===== src/rtl/opc_bus_pkg.sv =====
// Shared definitions for the 8-bit accumulator CPU bus: responder states and
// the fixed page bases / reset vector of the CPU memory map.
package opc_bus_pkg;

    typedef enum logic {
        ST_LOAD = 1'b0,
        ST_RUN  = 1'b1
    } state_e;

    localparam logic [10:0] PAGE0_BASE = 11'h000;
    localparam logic [10:0] PAGE1_BASE = 11'h100;
    localparam logic [10:0] RST_VECTOR = 11'h100;

endpackage


===== src/rtl/opc_bus_ram.sv =====
// DEPTH x 8 flop array: asynchronous read, one synchronous write port.
// Zero read latency; no backpressure. Contents are deliberately not reset.
module opc_bus_ram #(
    parameter int DEPTH = 32,
    parameter int IDX_W = $clog2(DEPTH)
) (
    input  logic             i_clk,
    input  logic             i_we,
    input  logic [IDX_W-1:0] i_waddr,
    input  logic [7:0]       i_wdata,
    input  logic [IDX_W-1:0] i_raddr,
    output logic [7:0]       o_rdata
);

    logic [7:0] r_mem [DEPTH];

    always_ff @(posedge i_clk) begin
        if (i_we) begin
            r_mem[i_waddr] <= i_wdata;
        end
    end

    assign o_rdata = r_mem[i_raddr];

endmodule


===== src/rtl/opc_mem_responder.sv =====
// Memory responder for the accumulator CPU: serves reads/stores from an on-chip
// RAM and, in LOAD, fills that RAM from a byte stream while holding the CPU in
// reset. Reads are combinational; the loader is throttled only by ld_ready.
module opc_mem_responder
    import opc_bus_pkg::*;
#(
    parameter int DEPTH = 32,
    parameter int IDX_W = $clog2(DEPTH)
) (
    input  logic        i_clk,
    input  logic        i_rst_n,
    input  logic [10:0] i_cpu_addr,
    input  logic        i_cpu_rnw,
    input  logic [7:0]  i_cpu_wdata,
    output logic [7:0]  o_cpu_rdata,
    output logic        o_cpu_rst_n,
    input  logic [7:0]  i_ld_data,
    input  logic        i_ld_valid,
    input  logic        i_ld_last,
    output logic        o_ld_ready,
    input  logic        i_ld_reload,
    output logic        o_running,
    output logic        o_wr_err
);

    localparam int H = DEPTH / 2;

    state_e           r_state;
    state_e           w_state_nxt;
    logic [IDX_W-1:0] r_idx;
    logic             r_ld_arm;
    logic             r_cpu_rst_n;
    logic             r_wr_err;

    logic             w_mapped;
    logic [IDX_W-1:0] w_cpu_idx;
    logic             w_ld_ready;
    logic             w_ld_acc;
    logic             w_ld_done;
    logic             w_cpu_wr;
    logic             w_ram_we;
    logic [IDX_W-1:0] w_ram_waddr;
    logic [7:0]       w_ram_wdata;
    logic [7:0]       w_ram_rdata;

    // Page 0 lives in the low half of the RAM, page 1 in the high half.
    assign w_mapped  = (i_cpu_addr[10:9] == 2'b00) && ({1'b0, i_cpu_addr[7:0]} < 9'(H));
    assign w_cpu_idx = {i_cpu_addr[8], i_cpu_addr[IDX_W-2:0]};

    // ld_ready is held off for the first cycle of every LOAD entry.
    assign w_ld_ready = (r_state == ST_LOAD) && r_ld_arm;
    assign w_ld_acc   = w_ld_ready && i_ld_valid && !i_ld_reload;
    assign w_ld_done  = w_ld_acc && (i_ld_last || (r_idx == IDX_W'(DEPTH - 1)));
    assign w_cpu_wr   = (r_state == ST_RUN) && !i_cpu_rnw;

    assign w_ram_we    = w_ld_acc || (w_cpu_wr && w_mapped);
    assign w_ram_waddr = (r_state == ST_LOAD) ? r_idx     : w_cpu_idx;
    assign w_ram_wdata = (r_state == ST_LOAD) ? i_ld_data : i_cpu_wdata;

    opc_bus_ram #(
        .DEPTH (DEPTH),
        .IDX_W (IDX_W)
    ) u_ram (
        .i_clk   (i_clk),
        .i_we    (w_ram_we),
        .i_waddr (w_ram_waddr),
        .i_wdata (w_ram_wdata),
        .i_raddr (w_cpu_idx),
        .o_rdata (w_ram_rdata)
    );

    always_comb begin
        w_state_nxt = r_state;
        if (i_ld_reload) begin
            w_state_nxt = ST_LOAD;
        end else if (w_ld_done) begin
            w_state_nxt = ST_RUN;
        end
    end

    always_ff @(posedge i_clk or negedge i_rst_n) begin
        if (!i_rst_n) begin
            r_state     <= ST_LOAD;
            r_idx       <= '0;
            r_ld_arm    <= 1'b0;
            r_cpu_rst_n <= 1'b0;
            r_wr_err    <= 1'b0;
        end else begin
            r_state <= w_state_nxt;
            if (i_ld_reload) begin
                r_idx       <= '0;
                r_ld_arm    <= 1'b0;
                r_cpu_rst_n <= 1'b0;
            end else begin
                if (r_state == ST_LOAD) begin
                    r_ld_arm <= 1'b1;
                end
                // The index saturates at the last byte rather than wrapping.
                if (w_ld_acc && (r_idx != IDX_W'(DEPTH - 1))) begin
                    r_idx <= r_idx + 1'b1;
                end
                if (w_ld_done) begin
                    r_cpu_rst_n <= 1'b1;
                end
            end
            if (w_cpu_wr && !w_mapped) begin
                r_wr_err <= 1'b1;
            end
        end
    end

    assign o_cpu_rdata = w_mapped ? w_ram_rdata : 8'h00;
    assign o_cpu_rst_n = r_cpu_rst_n;
    assign o_ld_ready  = w_ld_ready;
    assign o_running   = (r_state == ST_RUN);
    assign o_wr_err    = r_wr_err;

endmodule


===== config.mk =====
export PLATFORM = sky130hd
export DESIGN_NAME = opc_mem_responder
export DESIGN_NICKNAME = d
export VERILOG_FILES = /design/src/rtl/opc_bus_pkg.sv /design/src/rtl/opc_bus_ram.sv /design/src/rtl/opc_mem_responder.sv
export SDC_FILE = /design/constraint.sdc
export NUM_CORES = 1
export LEC_CHECK = 0
export ABC_AREA = 1
export CAP_MARGIN = 20
export CORE_ASPECT_RATIO = 1.2
export CORE_MARGIN = 8
export CORE_UTILIZATION = 55
export CTS_CLUSTER_DIAMETER = 50
export DETAILED_ROUTE_END_ITERATION = 8
export PLACE_DENSITY = 0.73
export RECOVER_POWER = 25
export SLEW_MARGIN = 20
export SYNTH_ARGS = -nofsm -noshare
export SYNTH_HDL_FRONTEND = slang
export SYNTH_HIERARCHICAL = 1
export SYNTH_SLANG_ARGS = --single-unit
export TNS_END_PERCENT = 20

===== constraint.sdc =====
create_clock -name i_clk -period 2.4 [get_ports i_clk]
set_input_delay 0.72 -clock i_clk [delete_from_list [all_inputs] [get_ports i_clk]]
set_output_delay 0.72 -clock i_clk [all_outputs]
set_load 0.01 [all_outputs]

After elaboration in Yosys (flattened, before gate mapping)
Memories as Yosys holds them, arrays and structs flattened.
Index checks and enable logic that the tools add are counted.

cells by class
  $lt $le $gt $ge = 1
  multipliers = 0
  multiplexer cells = 11
  reductions and logical operators = 17
  equal/unequal tests = 3
  add/subtract/negate cells = 1
  shifts and indexed selects = 0
  bitwise gates (word level) = 1
  divide/modulo/power cells = 0

operators with widths
  operator                                                                       number
  8-bit two-way mux                                                              2
  5-bit two-way mux                                                              3
  1-bit logical AND                                                              9
  8-bit by 5-bit less-than comparator with 1-bit output (second input constant)  1
  1-bit two-way mux                                                              6
  5-bit by 1-bit adder with 5-bit output (second input constant)                 1
  5-bit == test (second input constant)                                          1
  5-bit != test (second input constant)                                          1
  2-bit nonzero test                                                             2
  1-bit logical NOT                                                              3
  2-bit logical NOT                                                              1
  1-bit logical OR                                                               2
  2-bit != test (second input constant)                                          1
  1-bit inverter                                                                 1

word-level totals
  RAM bits = 256
  flip-flop bits (word level) = 8
  ROM bits = 0
  output and inout port bits = 12
  bits in latches = 0
  input bits = 33
  memories kept = 1

memory list
  name         depth  width  rd ports  clocked after memory_dff  write ports  RTL line           source
  u_ram.r_mem  32     8      1         0                         1            opc_bus_ram.sv:15  logic [7:0] r_mem [DEPTH];

Depth between registers and ports, before layout
  depth in word-level cells = 7
  gate-level depth with buffers = 13

By module
Netlist, hierarchy kept.

by module, submodules not included
  module             cells an instance  sequential area each (µm²)  area each (µm²)  instances
  opc_bus_ram        914                7687.4                      10626.4          1
  opc_mem_responder  112                200.2                       690.7            1

Worst setup path after synthesis
No wires, ideal clock.

  path kind = input-to-output
  from = input i_cpu_addr[2]
  to = output o_cpu_rdata[1]
  data arrival time = 1.730 ns
  data required time = 1.680 ns
  cell stages on the path = 10
  setup slack = -0.050 ns
  path through = clkbuf_1 > clkbuf_1 > nand3_1 > nand2_1 > nand2_1 > nand2_1 > nand2_1 > nand2_1 > inv_1 > nor2_1

between the ends
  elaborated cells between the ends (all ways) = 4
  classes of those cells = order compare (1); mux (1); reduce/logical (1); memory (1)

RTL lines
  what                      RTL line                  source
  from (decl)               opc_mem_responder.sv:12   input logic [10:0] i_cpu_addr,
  memory read 32 x 8 bit    n/a
  named net w_ram_rdata[1]  opc_mem_responder.sv:44   logic [7:0] w_ram_rdata;
  8-bit two-way mux         opc_mem_responder.sv:112  assign o_cpu_rdata = w_mapped ? w_ram_rdata : 8'h00;
  to (decl)                 opc_mem_responder.sv:15   output logic [7:0] o_cpu_rdata,

The timed path passes the listed nets, and every way through them passes these cells.

Worst setup path after layout
  from = input i_cpu_addr[0]
  to = output o_cpu_rdata[1]

Same word-level chain as after synthesis.

==> results_dict.tcl <==
set metrics [dict create \
    crit_arrival_ps 2120 \
    syn_area_um2 11300 \
    drt_iter0_markers 929 \
    fp.dieArea_um2 25400 \
    core_um2 20300 \
    ys.flop_type "edfxtp_1" \
    grt_usage_pct 22.5 \
    route.detailed.drc 0 \
    power_density_nw_per_um2 695 \
    grt_pass1_wl_um 44600 \
    reg2reg_slack_ps 100 \
    hold_viol 0 \
    clk_pin_slew_ps 60 \
    avgSynthCellArea_um2 11.0 \
    worst-path-max-fanout 6 \
    cpPeakStageDelay_ps 140 \
    worstSetupEndpointType "output port" \
    die_h_um 173 \
    cts_buffers 24 \
    violations "setup timing" \
    antenna_found_initial 0 \
    ant_nets 0 \
    ir_worst_vdd_mv 0.690 \
    yosysSeqAreaShare_pct 69.7 \
    max_clock_freq_mhz 352 \
    max-slew-margin-rel_pct 46.7 \
    tightest_slew_ps 800 \
    drv_slew 0 \
    nNetsFinal 1188 \
    setup_viol 8 \
    status "finished, violations left" \
    drive_gt1_share_pct 20.3 \
    synth_top_area_cell "edfxtp_1" \
    synth_commonest_cells "nand2_1, edfxtp_1, nand3_1" \
    seq_area_um2 7890 \
    post_drt_wl_per_cell_um 20.7 \
    viasPerCell 5.78 \
    synth_edf_count 256 \
    place_congestion 0.849 \
    place_hpwl_um 17300 \
    synth.distinct_cells 23 \
    rows 57 \
    first_global_vias 8138 \
    reg2reg_depth 8 \
    start_util_pct 55.9 \
    multi_input_area_um2 3190 \
    final_core_util_pct 69.4 \
    path_buf_inv 6 \
    ys_warn_count 6 \
    dpl_worst_slack_ps -1120 \
    worstPathRequired_ps 1680 \
    criticalPathCategory "in2out" \
    wl_um 29700 \
    cts_root_buf "clkbuf_16" \
    cts_tree "yes" \
    worstPathCellList "buf_16 -> buf_12 -> buf_12 -> buf_6 -> nand2_1 -> nand3_1 -> nand3_1 -> nand2_1 -> nand2_1 -> nand2_1 -> nand2_1 -> nand2_1 -> inv_1 -> nor2_2 -> buf_2" \
    r2r-end "u_ram/r_mem[16][6]" \
    die_x_um 147 \
    worstHoldStart "o_wr_err" \
    gr-total-overflow 0 \
    rsz0062_at_grt "true" \
    hold_depth 1 \
    ys_ff_latch 264 \
    ioPinCount 45 \
    p_leak_uw 0.00552 \
    nFillCells 1378 \
    synth_most_common_cell "nand2_1" \
    crit_top_cell "nand2_1" \
    dp.cells 1372 \
    crit_slowest_cell "buf_12" \
    syn_inst 1026 \
    synth_area_leaders "edfxtp_1, nand2_1, nand3_1" \
    hold_path_end "o_wr_err" \
    power_uw 9770 \
    hold_path_class "reg2reg" \
    place.port_buffers 44 \
    crit_family "simple AND/OR/NAND/NOR gates" \
    clock_skew_ps 9.60 \
    cp-start-kind "input port" \
    timing.final.crit_share_pct 118 \
    instances_no_fill 1436 \
    rr_startpoint "o_cpu_rst_n" \
    diodes 0 \
    drv_cap 0 \
    synth-async-reset-ratio_pct 3.03 \
    cts.htree.levels 1 \
    vias 8301 \
    fin_ws_ps -439 \
    min_period_ps 2840 \
    clock_path_buffers 3 \
    cts.sinks 264 \
    area_growth_pct 24.1 \
    synth_fp_nets 1061 \
    grt_max_degree 34 \
    clock_latency_ps 520 \
    first_pass_iters 5 \
    synth_top_area_share_pct 67.9 \
]
==> area by class of cell <==
cell class                 count  area share [%]
timing repair buffer         157            12.5
clock buffer                  41            5.31
sequential                   264            56.2
tap                          265            2.36
clock inverter                 3           0.125
inverter                      26           0.864
multi-input combinational    680            22.7
==> cell families (layout without fill, tap and decap cells) <==
logic type	Yosys count	count (layout)	share of synthesized area (%)
DFF	264	264	69.7
AOI/OAI and AO/OA	5	5	0.254
adders and majority gates	2	2	0.221
and+or+nand+nor	672	672	25.0
xor gates and xnor gates	1	1	0.0774
buffers and inverters	82	227	4.78
==> state kept, by name, summed over array words and instances (netlist names) <==
name         cells
u_ram/r_mem    256
r_idx            5
o_cpu_rst_n      1
o_wr_err         1
r_ld_arm         1
==> report_power, final <==
part | internal (µW) | total, µW | switching, µW
sequential | 5130 | 5140 | 9.36
clock | 2100 | 3670 | 1570
combinational | 357 | 958 | 601
==> per-layer routing <==
layer  share of wire, %  GRT usage, %  routed length (µm)
met4                5.0          11.4                1480
met3                8.4          3.76                2500
met5                  0             0                   0
met2                 50          38.4               14800
met1                 37          27.1               10900
==> per-stage QoR <==
| step | hold slack, ps | instance area [µm²] | TNS (ps) |
|---|---|---|---|
| floorplan | 424 | 11300 | 0 |
| global placement | 448 | 12500 | -54210 |
| detailed placement | 448 | 12500 | -67450 |
| CTS | 466 | 13700 | -2790 |
| global route | 484 | 14000 | -3960 |
| finish | 468 | 14000 | -3250 |
==> worst max path at each step <==
stage,start,slack [ps],depth (start not counted),to
finish,i_cpu_addr[0],-440,15,o_cpu_rdata[1]
global route,i_cpu_addr[0],-540,15,o_cpu_rdata[1]
CTS,i_cpu_addr[0],-360,14,o_cpu_rdata[7]
detailed placement,i_cpu_addr[2],-1120,11,o_cpu_rdata[5]
global placement,i_cpu_addr[2],-1090,11,o_cpu_rdata[5]
floorplan,i_cpu_addr[2],20,11,o_cpu_rdata[6]
==> cell usage in the layout, fill, tap and decap left out, types with 5 or more instances in the layout <==
cell	n
buf_12	20
buf_16	9
buf_2	8
buf_4	69
buf_6	8
clkbuf_1	10
clkbuf_16	28
clkbuf_2	5
clkbuf_8	6
clkdlybuf4s50_1	27
dfrtp_1	8
edfxtp_1	256
inv_1	20
nand2_1	392
nand2_2	18
nand3_1	163
nand3_2	48
nor2_1	41
nor2_2	5
==> what timing repair did <==
item	CTS	global route
pin swaps	29	24
endpoints found under the setup margin	11	8
setup buffers	7	3
hold buffers	0	0
cloned	7	3
gates resized for setup	115	51
No activity file was read; power rests on OpenSTA's default activity.
